File: config.mk
export PLATFORM = sky130hd
export DESIGN_NAME = nn_layer_sequencer
export DESIGN_NICKNAME = d
export VERILOG_FILES = /design/src/rtl/nn_seq_pkg.sv /design/src/rtl/nn_seq_addr_gen.sv /design/src/rtl/nn_layer_sequencer.sv
export SDC_FILE = /design/constraint.sdc
export NUM_CORES = 1
export LEC_CHECK = 0
export CAP_MARGIN = 5
export CELL_PAD_IN_SITES_DETAIL_PLACEMENT = 0
export CELL_PAD_IN_SITES_GLOBAL_PLACEMENT = 1
export CORE_UTILIZATION = 38
export DETAILED_ROUTE_END_ITERATION = 8
export PLACE_DENSITY = 0.83
export SYNTH_ARGS = -nofsm -noshare
export SYNTH_HDL_FRONTEND = slang
export SYNTH_SLANG_ARGS = --single-unit
File: constraint.sdc
create_clock -name clk -period 3.35 [get_ports clk]
set_input_delay 0.5025 -clock clk [delete_from_list [all_inputs] [get_ports clk]]
set_output_delay 0.5025 -clock clk [all_outputs]
set_load 0.01 [all_outputs]
File: src/rtl/nn_seq_pkg.sv
`default_nettype none
// ============================================================================
// nn_seq_pkg : shared state encoding and default widths for the layer sequencer
// Rev 1.0
// ============================================================================
package nn_seq_pkg;

    localparam int ADDR_W_DEFAULT = 10;
    localparam int CNT_W_DEFAULT  = 8;

    typedef enum logic [3:0] {
        S_IDLE  = 4'd0,
        S_CLR   = 4'd1,
        S_FETCH = 4'd2,
        S_MAC   = 4'd3,
        S_BIAS  = 4'd4,
        S_ADDB  = 4'd5,
        S_ACT   = 4'd6,
        S_WRITE = 4'd7,
        S_DONE  = 4'd8,
        S_X     = 4'bxxxx
    } nn_state_t;

endpackage
`default_nettype wire

File: src/rtl/nn_seq_addr_gen.sv
`default_nettype none
// ============================================================================
// nn_seq_addr_gen : input index i, neuron index j and running weight pointer
// Rev 1.0
// ============================================================================
module nn_seq_addr_gen
    import nn_seq_pkg::*;
#(
    parameter int ADDR_W = ADDR_W_DEFAULT,
    parameter int CNT_W  = CNT_W_DEFAULT
) (
    input  logic              clk,
    input  logic              rst_n,
    input  logic              i_clr_all,
    input  logic              i_clr_i,
    input  logic              i_inc_iw,
    input  logic              i_inc_j,
    output logic [CNT_W-1:0]  o_i,
    output logic [CNT_W-1:0]  o_j,
    output logic [ADDR_W-1:0] o_wptr
);

    logic [CNT_W-1:0]  r_i;
    logic [CNT_W-1:0]  r_j;
    logic [ADDR_W-1:0] r_wptr;

    // wptr only clears at layer start: weights are row-major across neurons
    always_ff @(posedge clk or negedge rst_n) begin
        if (!rst_n) begin
            r_i    <= '0;
            r_j    <= '0;
            r_wptr <= '0;
        end else if (i_clr_all) begin
            r_i    <= '0;
            r_j    <= '0;
            r_wptr <= '0;
        end else begin
            if (i_clr_i) begin
                r_i <= '0;
            end else if (i_inc_iw) begin
                r_i <= r_i + CNT_W'(1);
            end
            if (i_inc_iw) begin
                r_wptr <= r_wptr + ADDR_W'(1);
            end
            if (i_inc_j) begin
                r_j <= r_j + CNT_W'(1);
            end
        end
    end

    assign o_i    = r_i;
    assign o_j    = r_j;
    assign o_wptr = r_wptr;

endmodule
`default_nettype wire

File: src/rtl/nn_layer_sequencer.sv
`default_nettype none
// ============================================================================
// nn_layer_sequencer : FSM sequencing fetch/MAC/bias/activate/write of a layer
// Rev 1.0
// ============================================================================
module nn_layer_sequencer
    import nn_seq_pkg::*;
#(
    parameter int ADDR_W = ADDR_W_DEFAULT,
    parameter int CNT_W  = CNT_W_DEFAULT
) (
    input  logic              clk,
    input  logic              rst_n,
    input  logic              start,
    input  logic              abort,
    input  logic [CNT_W-1:0]  n_in,
    input  logic [CNT_W-1:0]  n_out,
    output logic              busy,
    output logic              done,
    output logic              err,
    output logic              rd_en,
    output logic [ADDR_W-1:0] in_addr,
    output logic [ADDR_W-1:0] w_addr,
    output logic [ADDR_W-1:0] b_addr,
    output logic [ADDR_W-1:0] out_addr,
    output logic              acc_clr,
    output logic              acc_en,
    output logic              bias_en,
    output logic              act_en,
    output logic              out_wr_en
);

    nn_state_t        r_state;
    logic [CNT_W-1:0] r_n_in;
    logic [CNT_W-1:0] r_n_out;
    logic             r_busy, r_done, r_err, r_rd_en;
    logic             r_acc_clr, r_acc_en, r_bias_en, r_act_en, r_out_wr_en;

    logic [CNT_W-1:0]  w_i;
    logic [CNT_W-1:0]  w_j;
    logic [ADDR_W-1:0] w_wptr;
    logic              w_abort, w_last_i, w_last_j, w_zero;

    assign w_abort  = abort && (r_state != S_IDLE);
    assign w_last_i = (w_i == r_n_in - CNT_W'(1));
    assign w_last_j = (w_j == r_n_out - CNT_W'(1));
    assign w_zero   = (r_n_in == '0) || (r_n_out == '0);

    nn_seq_addr_gen #(
        .ADDR_W (ADDR_W),
        .CNT_W  (CNT_W)
    ) u_addr_gen (
        .clk       (clk),
        .rst_n     (rst_n),
        .i_clr_all (r_state == S_IDLE && start),
        .i_clr_i   (r_state == S_CLR && !w_abort),
        .i_inc_iw  (r_state == S_MAC && !w_abort),
        .i_inc_j   (r_state == S_WRITE && !w_last_j && !w_abort),
        .o_i       (w_i),
        .o_j       (w_j),
        .o_wptr    (w_wptr)
    );

    // Strobes are registered alongside the state they belong to (Moore)
    always_ff @(posedge clk or negedge rst_n) begin
        if (!rst_n) begin
            r_state     <= S_IDLE;
            r_n_in      <= '0;
            r_n_out     <= '0;
            r_busy      <= 1'b0;
            r_done      <= 1'b0;
            r_err       <= 1'b0;
            r_rd_en     <= 1'b0;
            r_acc_clr   <= 1'b0;
            r_acc_en    <= 1'b0;
            r_bias_en   <= 1'b0;
            r_act_en    <= 1'b0;
            r_out_wr_en <= 1'b0;
        end else begin
            r_done      <= 1'b0;
            r_err       <= 1'b0;
            r_rd_en     <= 1'b0;
            r_acc_clr   <= 1'b0;
            r_acc_en    <= 1'b0;
            r_bias_en   <= 1'b0;
            r_act_en    <= 1'b0;
            r_out_wr_en <= 1'b0;
            if (w_abort) begin
                r_state <= S_IDLE;
                r_busy  <= 1'b0;
            end else begin
                case (r_state)
                    S_IDLE: begin
                        if (start) begin
                            r_n_in    <= n_in;
                            r_n_out   <= n_out;
                            r_state   <= S_CLR;
                            r_busy    <= 1'b1;
                            // a zero-count layer passes through CLR silently
                            r_acc_clr <= (n_in != '0) && (n_out != '0);
                        end
                    end
                    S_CLR: begin
                        if (w_zero) begin
                            r_state <= S_DONE;
                            r_done  <= 1'b1;
                            r_err   <= 1'b1;
                        end else begin
                            r_state <= S_FETCH;
                            r_rd_en <= 1'b1;
                        end
                    end
                    S_FETCH: begin
                        r_state  <= S_MAC;
                        r_acc_en <= 1'b1;
                    end
                    S_MAC: begin
                        r_state <= w_last_i ? S_BIAS : S_FETCH;
                        r_rd_en <= 1'b1;
                    end
                    S_BIAS: begin
                        r_state   <= S_ADDB;
                        r_bias_en <= 1'b1;
                    end
                    S_ADDB: begin
                        r_state  <= S_ACT;
                        r_act_en <= 1'b1;
                    end
                    S_ACT: begin
                        r_state     <= S_WRITE;
                        r_out_wr_en <= 1'b1;
                    end
                    S_WRITE: begin
                        if (w_last_j) begin
                            r_state <= S_DONE;
                            r_done  <= 1'b1;
                        end else begin
                            r_state   <= S_CLR;
                            r_acc_clr <= 1'b1;
                        end
                    end
                    S_DONE: begin
                        r_state <= S_IDLE;
                        r_busy  <= 1'b0;
                    end
                    default: begin
                        r_state <= S_IDLE;
                        r_busy  <= 1'b0;
                    end
                endcase
            end
        end
    end

    assign busy      = r_busy;
    assign done      = r_done;
    assign err       = r_err;
    assign rd_en     = r_rd_en;
    assign acc_clr   = r_acc_clr;
    assign acc_en    = r_acc_en;
    assign bias_en   = r_bias_en;
    assign act_en    = r_act_en;
    assign out_wr_en = r_out_wr_en;
    assign in_addr   = ADDR_W'(w_i);
    assign w_addr    = w_wptr;
    assign b_addr    = ADDR_W'(w_j);
    assign out_addr  = ADDR_W'(w_j);

endmodule
`default_nettype wire
### Word level (Yosys, flattened, before mapping)

Index checks and enable logic that the tools add are counted.

| storage, ports and cells | value |
|---|---|
| flip-flop bits (word level) | 55 |
| output and inout bits | 49 |
| word-level logic and storage cells | 91 |

| operators by class | value |
|---|---|
| $add $sub $neg | 5 |
| equal/unequal tests | 11 |
| multiplexer cells | 37 |
| bitwise gates (word level) | 1 |
| reductions and logical operators | 22 |

Operators with widths:

| operator | count |
|---|---|
| $mux W8 | 5 |
| $pmux W4 S8 | 1 |
| $mux W1 | 20 |
| $mux W10 | 2 |
| $add A8 B1 Y8 const B | 2 |
| $eq A4 B3 Y1 const B | 4 |
| $eq A8 B8 Y1 | 2 |
| $logic_not A8 Y1 | 2 |
| $mux W4 | 4 |
| $reduce_bool A8 Y1 | 2 |
| $sub A8 B1 Y8 const B | 2 |
| $add A10 B1 Y10 const B | 1 |
| $eq A4 B2 Y1 const B | 2 |
| $pmux W1 S2 | 4 |
| $logic_and A1 B1 Y1 | 7 |
| $reduce_or A7 Y1 | 1 |
| $eq A4 B1 Y1 const B | 1 |
| $logic_not A4 Y1 | 1 |
| $reduce_bool A2 Y1 | 2 |
| $reduce_bool A4 Y1 | 1 |
| $mux W3 | 1 |
| $ne A3 B3 Y1 const B | 1 |
| $reduce_and A3 Y1 | 1 |
| $reduce_bool A3 Y1 | 1 |
| other kinds (5) | 6 |

### Depth between registers and ports, before layout

Gate-level depths: netlist of run 1.

| depth | value |
|---|---|
| depth in word-level cells | 7 |
| mapped depth | 9 |

### By module

A second synthesis of run 1 with hierarchy kept.

| second synthesis, totals | value |
|---|---|
| cell total of the unflattened synthesis | 333 |
| area, all modules | 3052.9 sq um |

By module, submodules not included:

| module | times used | cells each | area an instance (sq um) | seq. area each (sq um) |
|---|---|---|---|---|
| nn_layer_sequencer | 1 | 211 | 1811.7 | 725.7 |
| nn_seq_addr_gen | 1 | 122 | 1241.2 | 650.6 |

### Worst setup path before layout of run 1

No wires, ideal clock.

| timing | value |
|---|---|
| path kind | register -> register |
| start | reg r_n_in[0] |
| end | reg r_state[1] |
| library setup time | 0.123 ns |
| data arrival time | 2.259 ns |
| data required time | 3.227 ns |
| path slack | 0.968 ns |
| stages on the path, launching flop included | 7 |
| cell sequence | dfrtp_1 -> or4_4 -> or4b_1 -> a21oi_1 -> nor4b_1 -> o41a_1 -> o221a_1 |

| between the ends | value |
|---|---|
| word-level cells in the longest chain between the ends | 5 |
| elaborated cells on any way between the ends | 8 |
| those cells by class | add/sub: 1; eq/ne: 1; mux: 4; reduce/logical: 2 |

Ends and longest elaborated chain:

| item | line | text |
|---|---|---|
| from (decl) | nn_layer_sequencer.sv:34 | `logic [CNT_W-1:0] r_n_in;` |
| from (signal assigned) | nn_layer_sequencer.sv:95 | `r_n_in <= n_in;` |
| $sub A8 B1 Y8 or $logic_not A8 Y1 (tied branches) | nn_layer_sequencer.sv:45, nn_layer_sequencer.sv:47 |  |
| $eq A8 B8 Y1 or $logic_or A1 B1 Y1 (tied branches) | nn_layer_sequencer.sv:45, nn_layer_sequencer.sv:47 |  |
| $mux W3 or $mux W4 (tied branches) | nn_layer_sequencer.sv:118, nn_layer_sequencer.sv:104 |  |
| $pmux W4 S8 * | nn_layer_sequencer.sv:92 | `case (r_state)` |
| $mux W4 * | nn_layer_sequencer.sv:88 | `if (w_abort) begin` |
| to (signal assigned) | nn_layer_sequencer.sv:118 | `r_state <= w_last_i ? S_BIAS : S_FETCH;` |
| to (decl) | nn_layer_sequencer.sv:33 | `nn_state_t r_state;` |

Mark *: on every way between the ends. The rest lies on a longest branch, timed or not.
A chain may end at the register's enable or synchronous reset.

### Worst setup path in the final report of run 1

Ends and elaborated chain as after synthesis.

==> results of run 1 <==
[flip-flops by register name (all words and copies together), names as in the netlist]
signal	count
u_addr_gen.o_wptr	10
err	1
acc_clr	1
busy	1
u_addr_gen.o_i	8
r_n_in	8
r_state	4
r_n_out	8
bias_en	1
act_en	1
acc_en	1
u_addr_gen.o_j	8
rd_en	1
done	1
out_wr_en	1
[cell usage in the layout (no fill, tap or decap), types with 2 or more instances in the layout]
| cell type | n |
|---|---|
| xnor2_1 | 11 |
| or4_1 | 4 |
| o31ai_1 | 5 |
| nor4_1 | 5 |
| or4b_2 | 2 |
| nand2_1 | 53 |
| inv_1 | 9 |
| o211a_1 | 2 |
| xor2_1 | 18 |
| clkdlybuf4s50_1 | 61 |
| nand3b_1 | 2 |
| a21o_1 | 4 |
| and3_1 | 6 |
| a21oi_1 | 13 |
| o211ai_1 | 4 |
| clkbuf_8 | 6 |
| nor2_1 | 21 |
| nor3_1 | 6 |
| or3_1 | 11 |
| dfrtp_1 | 55 |
| ha_1 | 5 |
| o21ai_1 | 3 |
| o21ai_0 | 12 |
| conb_1 | 6 |
| nand2b_1 | 5 |
| nor4b_1 | 2 |
| or4_4 | 2 |
| buf_4 | 6 |
| nand4_1 | 10 |
| or4b_1 | 2 |
| nand3_1 | 11 |
[worst paths after layout]
path | to | cells past startpoint | startpoint
max | r_state[1]$_DFFE_PN0P_ | 6 | r_n_in[0]$_DFFE_PN0P_
min | r_n_out[3]$_DFFE_PN0P_ | 1 | rst_n
max reg2reg | r_state[1]$_DFFE_PN0P_ | 6 | r_n_in[0]$_DFFE_PN0P_
min reg2reg | r_n_out[2]$_DFFE_PN0P_ | 2 | r_n_out[2]$_DFFE_PN0P_
max in group asynchronous | u_addr_gen.o_i[2]$_DFFE_PN0P_ | 2 | rst_n
min in group clk | r_n_out[2]$_DFFE_PN0P_ | 2 | r_n_out[2]$_DFFE_PN0P_
[metrics by stage]
step | utilization [%] | instances | total power [mW]
global placement | 47.74 | 478 | 1.775
detailed placement | 47.74 | 478 | 1.790
CTS | 49.26 | 486 | 2.264
finish | 49.26 | 486 | 2.243
floorplan | - | 334 | 1.526
global route | 49.26 | 486 | 2.417
[synthesized netlist by cell type, drive strengths merged (4+ instances only)]
library cell	instances	area share, %
buf	15	3.8
nor3	6	0.98
a21o	4	0.98
a21oi	13	2.1
or4b	4	1.3
xnor2	11	3.2
o21ai	15	2.5
nand4	10	2.0
ha	5	2.0
xor2	18	5.2
or4	6	1.7
clkbuf	11	1.4
inv	9	1.1
nand3	11	1.8
nor4	6	1.4
o31ai	5	1.2
nor2	21	2.6
o211ai	4	0.98
nand2	53	6.5
or3	11	2.3
dfrtp	55	45
and3	6	1.2
nand2b	5	1.0
[routing by layer]
metal	up-vias	global-route usage (%)	part of all wire [%]
met5	-	0	0
met4	0	5.556	1.2
met3	8	3.648	5.8
met2	68	29.89	47
met1	1243	25.45	46
li1	1248	-	-
[power by group]
part           leakage (nW)  internal [mW]  total (mW)  switching, mW
combinational         0.849          0.377       0.791          0.413
sequential            0.735          0.793       0.984          0.191
clock                0.0612          0.242       0.468          0.225
[cell type report]
| class | count | share of cell area, % |
|---|---|---|
| clock buffers | 6 | 2.158 |
| clock inverters | 2 | 0.9156 |
| inverters | 9 | 0.8829 |
| multi-input cells | 244 | 39.47 |
| flip-flops and latches | 55 | 35.97 |
| well taps | 102 | 3.336 |
| repair buffers | 68 | 17.27 |
[cell families after synthesis]
| group | after synthesis | synth area share [%] |
|---|---|---|
| AO/OA/AOI/OAI | 54 | 12.17 |
| XOR/XNOR | 29 | 8.316 |
| adder cells (fa/ha/maj) | 5 | 2.048 |
| buffers and inverters | 35 | 6.268 |
| flip-flops | 55 | 45.06 |
| multiplexers | 1 | 0.3277 |
| other | 1 | 0.1228 |
| AND/OR/NAND/NOR | 149 | 25.69 |
[worst max-delay path: stages, from the launching register on]
cell	delay, ns
dfrtp_1	0.43
or4_4	0.57
or4b_1	0.51
a21oi_1	0.14
nor4b_1	0.08
o41a_1	0.43
o221a_1	0.25
==> impl_metrics.csv, run 1 <==
group,metric,value,unit
die,die_w,91.65,um
worst_setup_path,path_class,"register to register",
global_route,grt_overflow,0,
timing,skew,0.01017,ns
timing,layout_setup_ws,0.8314,ns
global_route,antenna_found_initial,0,
synthesis,synth_edf_count,0,
global_route,grtUsageTotal,18.63,%
synthesis,ys_warn_count,0,
timing,fin_crit_sh,75.18,%
power,power.density,586.1,nW/um^2
timing,fmax,0.3970,GHz
clocking,ctsLongestPathBuffers,2,
placement,post-place-ws,0.7439,ns
cells_and_area,fillers,753,
global_route,grt_pass1_wl,12.40,mm
synthesis,syn_avg_cell_area,9.283,sq um
clocking,clk_latency,0.32,ns
synthesis,ys.flop_type,"dfrtp_1",
die,dieArea,8400,sq um
clocking,path_clk_slew,0.10,ns
hold_path,hp-class,"input pin to asynchronous set/reset pin",
drt,drt-total-wl,7.246,mm
clocking,numClockSinks,55,
die,die_h,91.65,um
cells_and_area,design_area,3826,sq um
global_route,grt_max_degree,37,
worst_setup_path,r2r_setup_slack,0.83,ns
placement,place_hpwl,5.207,mm
power,p_leak,1.645,nW
flow_run,maxCapViolCount,0,
timing,maxSlewHeadroom,61.41,%
worst_setup_path,path_max_fanout,4,
drt,via_per_inst,5.282,
drt,detail-route-antenna-nets,0,
timing,maxSlewViolCount,0,
placement,place_congestion,0.8330,
drt,dr.first_iter.drc_count,139,
timing,fin_setup_tns,0,ns
timing,hold_viol,0,
timing,min_period,2.519,ns
clocking,post_cts_resized,0,
die,initial_core_util,39.32,%
outcome,status,"finished, final reports clean",
power,vdd_drop_max,0.0002693,V
drt,drt_first_pass_iters,4,
worst_setup_path,end_kind,"register",
global_route,grt_pass1_vias,2471,
cells_and_area,area_delta_synth_final,25.28,%
timing,tightest_slew,0.5788,ns
die,fp-row-count,32,
drt,detail_route.wl_per_cell,14.91,um
synthesis,syn-cell-area,3054,sq um
drt,drc,0,
drt,vias,2567,
worst_setup_path,worstPathRequired,3.55,ns
synthesis,syn_inst,329,
clocking,cts_tree,"yes",
synthesis,seq_area_frac_synth,45.06,%
cells_and_area,seq_area,1376,sq um
worst_setup_path,cp.arrival,2.72,ns
timing,setup_viol,0,
worst_setup_path,start_kind,"register",
die,core_area,7767,sq um
cells_and_area,antenna_cells,0,
cells_and_area,drive_above_1_share,6.250,%
timing,finalHoldWorstSlack,0.1677,ns
synthesis,synth_seq_cells,55,
clocking,htree_levels,2,
clocking,cts-root-buf,"clkbuf_8",
clocking,cts_setup_buffers,0,
placement,io_buffers,62,
cells_and_area,finalNetCount,408,
timing,rsz0062_at_grt,"no",
clocking,cts_made_buffers,5,
clocking,hold_buffers,0,
synthesis,yosysUniqueCellTypes,49,
synthesis,async_flop_share,100.0,%
placement,dpl_cell_area,3709,sq um
die,pin_count,69,
cells_and_area,multiInputGateArea,1510,sq um
Note: power is estimated with default switching activity, not from simulation.
==> run 2: changes to the inputs <==
--- a/config.mk
+++ b/config.mk
@@ -8,9 +8,9 @@
 export CAP_MARGIN = 5
 export CELL_PAD_IN_SITES_DETAIL_PLACEMENT = 0
 export CELL_PAD_IN_SITES_GLOBAL_PLACEMENT = 1
-export CORE_UTILIZATION = 38
+export CORE_UTILIZATION = 34
 export DETAILED_ROUTE_END_ITERATION = 8
-export PLACE_DENSITY = 0.83
+export PLACE_DENSITY = 0.79
 export SYNTH_ARGS = -nofsm -noshare
 export SYNTH_HDL_FRONTEND = slang
 export SYNTH_SLANG_ARGS = --single-unit
==> constraint.sdc (replaced) <==
create_clock -name clk -period 2.2 [get_ports clk]
set_input_delay 0.33 -clock clk [delete_from_list [all_inputs] [get_ports clk]]
set_output_delay 0.33 -clock clk [all_outputs]
set_load 0.01 [all_outputs]
==> run 2 against run 1 <==
The run now ends with setup timing left; first-iteration DRC count is 4.3% higher; global-route usage fell by 1.7 points; wire length up 10%; critical path depth unchanged.
==> impl_metrics.csv, run 2 (synthesized netlist as in run 1, its figures left out) <==
group,metric,value,unit
outcome,status,"complete, but fails checks",
outcome,violations,"setup timing",
power,finalPower,3.914,mW
cells_and_area,antenna_cells,0,
cells_and_area,finalNetCount,453,
die,dieArea,9366,sq um
clocking,numClockSinks,55,
die,die_h,96.78,um
power,vdd_drop_max,0.0004803,V
timing,layout_setup_ws,-0.2819,ns
timing,hold_viol,0,
global_route,grtUsageTotal,16.96,%
timing,maxSlewViolCount,0,
cells_and_area,final_common_cell,"clkdlybuf4s50_1",
timing,maxSlewHeadroom,52.81,%
clocking,hold_buffers,0,
clocking,clk_latency,0.30,ns
timing,setup_viol,9,
timing,fmax,0.4029,GHz
worst_setup_path,cp.arrival,2.67,ns
hold_path,hp-class,"input pin to asynchronous set/reset pin",
worst_setup_path,reg2regPathDepth,6,
drt,vias,2735,
clocking,htree_levels,2,
die,core_area,8721,sq um
timing,tightest_slew,0.7078,ns
global_route,grt_pass1_wl,13.10,mm
clocking,cts_made_buffers,5,
global_route,busiest_layer,"met2",
clocking,cts_tree,"yes",
power,p_comb_share,47.1,%
drt,detail_route.wl_per_cell,14.87,um
timing,skew,0.01005,ns
cells_and_area,area_delta_synth_final,41.17,%
timing,fin_crit_sh,112.8,%
power,power.share.clock,15.6,%
worst_setup_path,end_kind,"register",
drt,dr.first_iter.drc_count,145,
placement,post-place-ws,-0.2520,ns
global_route,gr-usage-met2,28.82,%
power,switchingPower,1.458,mW
cells_and_area,final_cell_mix,"clkdlybuf4s50_1, dfrtp_1, nand2_1, buf_4, nor2_1",
power,seq_power_share,37.3,%
clocking,ctsLongestPathBuffers,2,
placement,io_buffers,62,
power,p_sw_share,37.25,%
worst_setup_path,worstPathRequired,2.39,ns
placement,dpl_cell_area,3971,sq um
worst_setup_path,path_class,"register to register",
die,fp-row-count,34,
cells_and_area,drive_above_1_share,22.14,%
cells_and_area,multiInputGateArea,1657,sq um
cells_and_area,design_area,4312,sq um
die,pin_count,69,
clocking,path_clk_slew,0.10,ns
global_route,grt_overflow,0,
global_route,use_met3,3.468,%
clocking,cts-root-buf,"clkbuf_8",
placement,place_congestion,0.8113,
drt,drc,0,
placement,place_hpwl,5.673,mm
drt,detail-route-antenna-nets,0,
power,p_int,2.456,mW
cells_and_area,largest_register_ffs,10,
drt,via_per_inst,5.093,
timing,rsz0062_at_grt,"yes",
power,p_leak,1.899,nW
cells_and_area,fillers,820,
global_route,grt_max_degree,56,
timing,min_period,2.482,ns
flow_run,maxCapViolCount,0,
drt,drt_first_pass_iters,4,
global_route,antenna_found_initial,0,
drt,drt-total-wl,7.986,mm
global_route,grt_pass1_vias,2741,
die,initial_core_util,35.02,%
worst_setup_path,path_max_fanout,3,
power,power.density,907.8,nW/um^2
cells_and_area,seq_area,1376,sq um
die,die_w,96.78,um
worst_setup_path,start_kind,"register",
global_route,grtUsageMet1,22.60,%
==> run 2: cell types whose count changed in the layout (fill, tap and decap cells not counted), sizes merged <==
cell,previous run,this run
bufinv,1,0
buf,7,52
clkbuf,6,8
clkinv,1,0
==> run 2: final timing paths <==
| check | slack (ns) | from | to |
|---|---|---|---|
| max | -0.28 | r_n_in[1]$_DFFE_PN0P_ | r_state[1]$_DFFE_PN0P_ |
| min | 0.15 | rst_n | r_n_in[0]$_DFFE_PN0P_ |
| max reg2reg | -0.28 | r_n_in[1]$_DFFE_PN0P_ | r_state[1]$_DFFE_PN0P_ |
| min reg2reg | 0.55 | u_addr_gen.o_wptr[9]$_DFFE_PN0P_ | u_addr_gen.o_wptr[9]$_DFFE_PN0P_ |
| max in group asynchronous | 1.58 | rst_n | bias_en$_DFF_PN0_ |
| min in group clk | 0.55 | u_addr_gen.o_wptr[9]$_DFFE_PN0P_ | u_addr_gen.o_wptr[9]$_DFFE_PN0P_ |
==> run 2: power by group through the flow <==
stage	clock, mW	sequential [mW]	combinational, mW
3_3_place_gp	0	1.45	1.48
6_report	0.611	1.46	1.84
2_1_floorplan	0	1.42	0.901
5_1_grt	0.670	1.49	2.01
4_1_cts	0.627	1.45	1.78
3_5_place_dp	0	1.45	1.52
==> run 2: final cells by class <==
type | instances | share of cell area, %
clock buffers | 8 | 2.322
inverters | 9 | 0.7835
multi-input cells | 244 | 38.42
flip-flops and latches | 55 | 31.92
well taps | 108 | 3.134
repair buffers | 113 | 23.42
==> run 2: metrics by stage <==
stage                     setup TNS [ns]  hold slack [ns]  util (%)  cells
after floorplan                  -0.4196          0.03441         -    334
after global placement            -1.274           0.5131     45.54    518
after detailed placement          -2.300           0.5097     45.54    518
after CTS                        -0.8426           0.1787     48.59    534
after global routing              -2.429           0.2117     49.44    537
final                             -1.153           0.1519     49.44    537
==> run 2: critical path, cell delays in order (launching register included) <==
cell and delay, ns:
dfrtp_1 0.42, or4_4 0.55, or4b_4 0.50, a21oi_2 0.15, nor4b_1 0.08, o41a_1 0.42, o221a_1 0.24
==> run 2: what timing repair did <==
item,in CTS,in global routing
buffers inserted,9,3
pin swaps,11,6
endpoints found under the setup margin,16,16
resized for setup,23,11
==> run 2: routing by layer <==
metal,vias to the layer above,wire length [um]
met5,-,0
met4,0,56
met3,4,310
met2,67,3999
met1,1325,3620
li1,1339,-
==> run 3: changes to the inputs <==
--- a/config.mk
+++ b/config.mk
@@ -10,7 +10,10 @@
 export CELL_PAD_IN_SITES_GLOBAL_PLACEMENT = 1
 export CORE_UTILIZATION = 34
 export DETAILED_ROUTE_END_ITERATION = 8
+export GPL_TIMING_DRIVEN = 0
 export PLACE_DENSITY = 0.79
+export SLEW_MARGIN = 0
 export SYNTH_ARGS = -nofsm -noshare
 export SYNTH_HDL_FRONTEND = slang
+export SYNTH_HIERARCHICAL = 1
 export SYNTH_SLANG_ARGS = --single-unit
==> run 3 against run 2 <==
The run still ends with setup timing left; critical path type unchanged; utilization increased by 0.13 points; highest routed layer unchanged; largest cell class unchanged; combinational power shrank 9.8%; critical path depth rose by 2.
==> impl_metrics.csv, run 3 <==
group,metric,value,unit
cells_and_area,fillers,814,
drt,detail_route.wl_per_cell,13.61,um
hold_path,hp-class,"input pin to register",
cells_and_area,seq_area,1379,sq um
cells_and_area,finalNetCount,456,
global_route,antenna_found_initial,0,
cells_and_area,drive_above_1_share,19.44,%
synthesis,synth_area_leader_cell,"dfrtp_1",
synthesis,netlist_top_cells_count,"dfrtp_1, nand2_1, nor2_1",
power,vdd_drop_max,0.0003597,V
flow_run,maxCapViolCount,0,
hold_path,whs_path_depth,3,
global_route,grt_max_degree,40,
die,pin_count,69,
die,die_h,96.76,um
worst_setup_path,path_max_fanout,5,
outcome,violations,"setup timing",
timing,layout_setup_ws,-0.4385,ns
power,p_leak,1.894,nW
timing,min_period,2.638,ns
timing,fin_crit_sh,119.9,%
synthesis,yosysMostFrequentCell,"dfrtp_1",
cells_and_area,final_common_cell,"clkdlybuf4s50_1",
drt,detail-route-antenna-nets,0,
synthesis,synth_edf_count,0,
drt,drt_first_pass_iters,5,
synthesis,synth_compound_area_share,10.61,%
global_route,grt_pass1_wl,12.12,mm
synthesis,syn-cell-area,3053,sq um
die,fp-row-count,34,
synthesis,netlist.area_leader.share,45.08,%
synthesis,synth_mux_area_share,1.680,%
global_route,grtUsageTotal,15.60,%
clocking,numClockSinks,55,
synthesis,seq_area_frac_synth,45.08,%
clocking,clk_latency,0.31,ns
synthesis,synthSimpleGateAreaFrac,26.23,%
cells_and_area,antenna_cells,0,
drt,vias,2679,
timing,maxSlewViolCount,0,
cells_and_area,multiInputGateArea,1670,sq um
synthesis,ys_warn_count,6,
synthesis,synthAdderAreaFrac,2.049,%
synthesis,syn_inst,333,
outcome,status,"complete, but fails checks",
die,die_w,96.76,um
synthesis,synth_seq_cells,55,
timing,fin_setup_tns,-2.956,ns
synthesis,async_flop_share,100.0,%
synthesis,synthXorXnorAreaFrac,8.320,%
clocking,cts_made_buffers,5,
synthesis,yosysUniqueCellTypes,48,
worst_setup_path,start_kind,"register",
worst_setup_path,end_kind,"register",
cells_and_area,largest_register_ffs,10,
cells_and_area,area_delta_synth_final,41.60,%
global_route,grt_pass1_vias,2525,
timing,setup_viol,10,
global_route,grt_overflow,0,
synthesis,ys.flop_type,"dfrtp_1",
synthesis,synth_top_family_by_area,"simple AND/OR/NAND/NOR gates",
clocking,cts-root-buf,"clkbuf_8",
die,dieArea,9363,sq um
worst_setup_path,cp.arrival,2.88,ns
placement,post-place-ws,-0.5875,ns
placement,place_congestion,0.8804,
drt,via_per_inst,4.961,
timing,maxSlewHeadroom,66.58,%
worst_setup_path,worstPathRequired,2.44,ns
timing,fmax,0.3790,GHz
cells_and_area,final_cell_mix,"clkdlybuf4s50_1, nand2_1, dfrtp_1, buf_4, nor2_1",
clocking,htree_levels,2,
die,initial_core_util,35.01,%
placement,place_hpwl,5.206,mm
clocking,cts_tree,"yes",
drt,dr.first_iter.drc_count,102,
timing,rsz0062_at_grt,"yes",
timing,tightest_slew,0.5012,ns
worst_setup_path,path_class,"register to register",
clocking,ctsLongestPathBuffers,2,
synthesis,synthTopCellsByArea,"dfrtp_1, nand2_1, xor2_1",
timing,hold_viol,0,
drt,drt-total-wl,7.349,mm
timing,skew,0.01005,ns
drt,drc,0,
worst_setup_path,reg2regPathDepth,8,
power,power.density,899.1,nW/um^2
synthesis,syn_avg_cell_area,9.168,sq um
clocking,path_clk_slew,0.11,ns
placement,io_buffers,62,
die,core_area,8721,sq um
[run 3: repair_timing]
action,4_1_cts,5_1_grt
hold buffers,1,0
hold endpoints to repair,16,0
buffers inserted,8,17
pin swaps,5,13
cloned,0,0
setup endpoints to repair,30,40
resized for setup,8,33
[run 3: worst max-delay path, cell delays in order (launching register included)]
cell and delay [ns]:
dfrtp_1 0.41, or4_4 0.57, o221a_4 0.29, a311oi_4 0.24, a2111oi_4 0.14, nor2_4 0.20, nand4_4 0.14, or4_4 0.45
a21oi_2 0.14
[run 3: cell families after synthesis]
group	after synthesis
adders and majority gates	5
DFF	55
muxes	5
buffers and inverters	31
other	1
and+or+nand+nor	158
AOI/OAI and AO/OA	49
xor gates and xnor gates	29
[run 3: final cells by class]
cell class              instances  area share, %
flip-flops and latches         55          31.90
clock buffers                   6          1.910
inverters                       8         0.8394
clock inverters                 2         0.8972
plain buffers                  20          3.184
well taps                     108          3.126
repair buffers                 89          19.51
multi-input cells             252          38.64
[run 3: where the power goes]
| group | switching (mW) | internal (mW) | total [mW] | leakage [nW] |
|---|---|---|---|---|
| clock | 0.351 | 0.375 | 0.726 | 0.0618 |
| sequential | 0.287 | 1.21 | 1.50 | 0.732 |
| combinational | 0.843 | 0.819 | 1.66 | 1.10 |
[run 3: per-layer routing]
metal / part of all wire [%] / track usage [%] / wire [um]
met5: 0 / 0 / 0
met4: 0.83 / 3.789 / 61
met2: 49 / 25.73 / 3608
met3: 2.8 / 2.529 / 208
met1: 47 / 21.40 / 3471
[run 3: per-stage QoR]
stage          cells  hold WS, ns  area (sq um)  utilization (%)  power [mW]
2_1_floorplan    338      0.03441          3089                -       2.437
3_3_place_gp     508       0.4783          3845            44.09       2.818
3_5_place_dp     509       0.2852          3860            44.26       2.855
4_1_cts          524       0.4853          4084            46.83       3.649
5_1_grt          540       0.3884          4323            49.57       4.171
6_report         540       0.3914          4323            49.57       3.887
[run 3: path summary, 6_finish.rpt]
path	startpoint	endpoint	slack, ns
setup / recovery	r_n_out[1]$_DFFE_PN0P_	u_addr_gen/o_j[7]$_DFFE_PN0P_	-0.44
setup reg to reg	r_n_out[1]$_DFFE_PN0P_	u_addr_gen/o_j[7]$_DFFE_PN0P_	-0.44
hold / removal	abort	busy$_DFFE_PN0P_	0.39
hold reg to reg	r_state[3]$_DFFE_PN0P_	busy$_DFFE_PN0P_	0.50
max in group asynchronous	rst_n	r_n_out[2]$_DFFE_PN0P_	1.17
min in group asynchronous	rst_n	u_addr_gen/o_j[3]$_DFFE_PN0P_	0.47
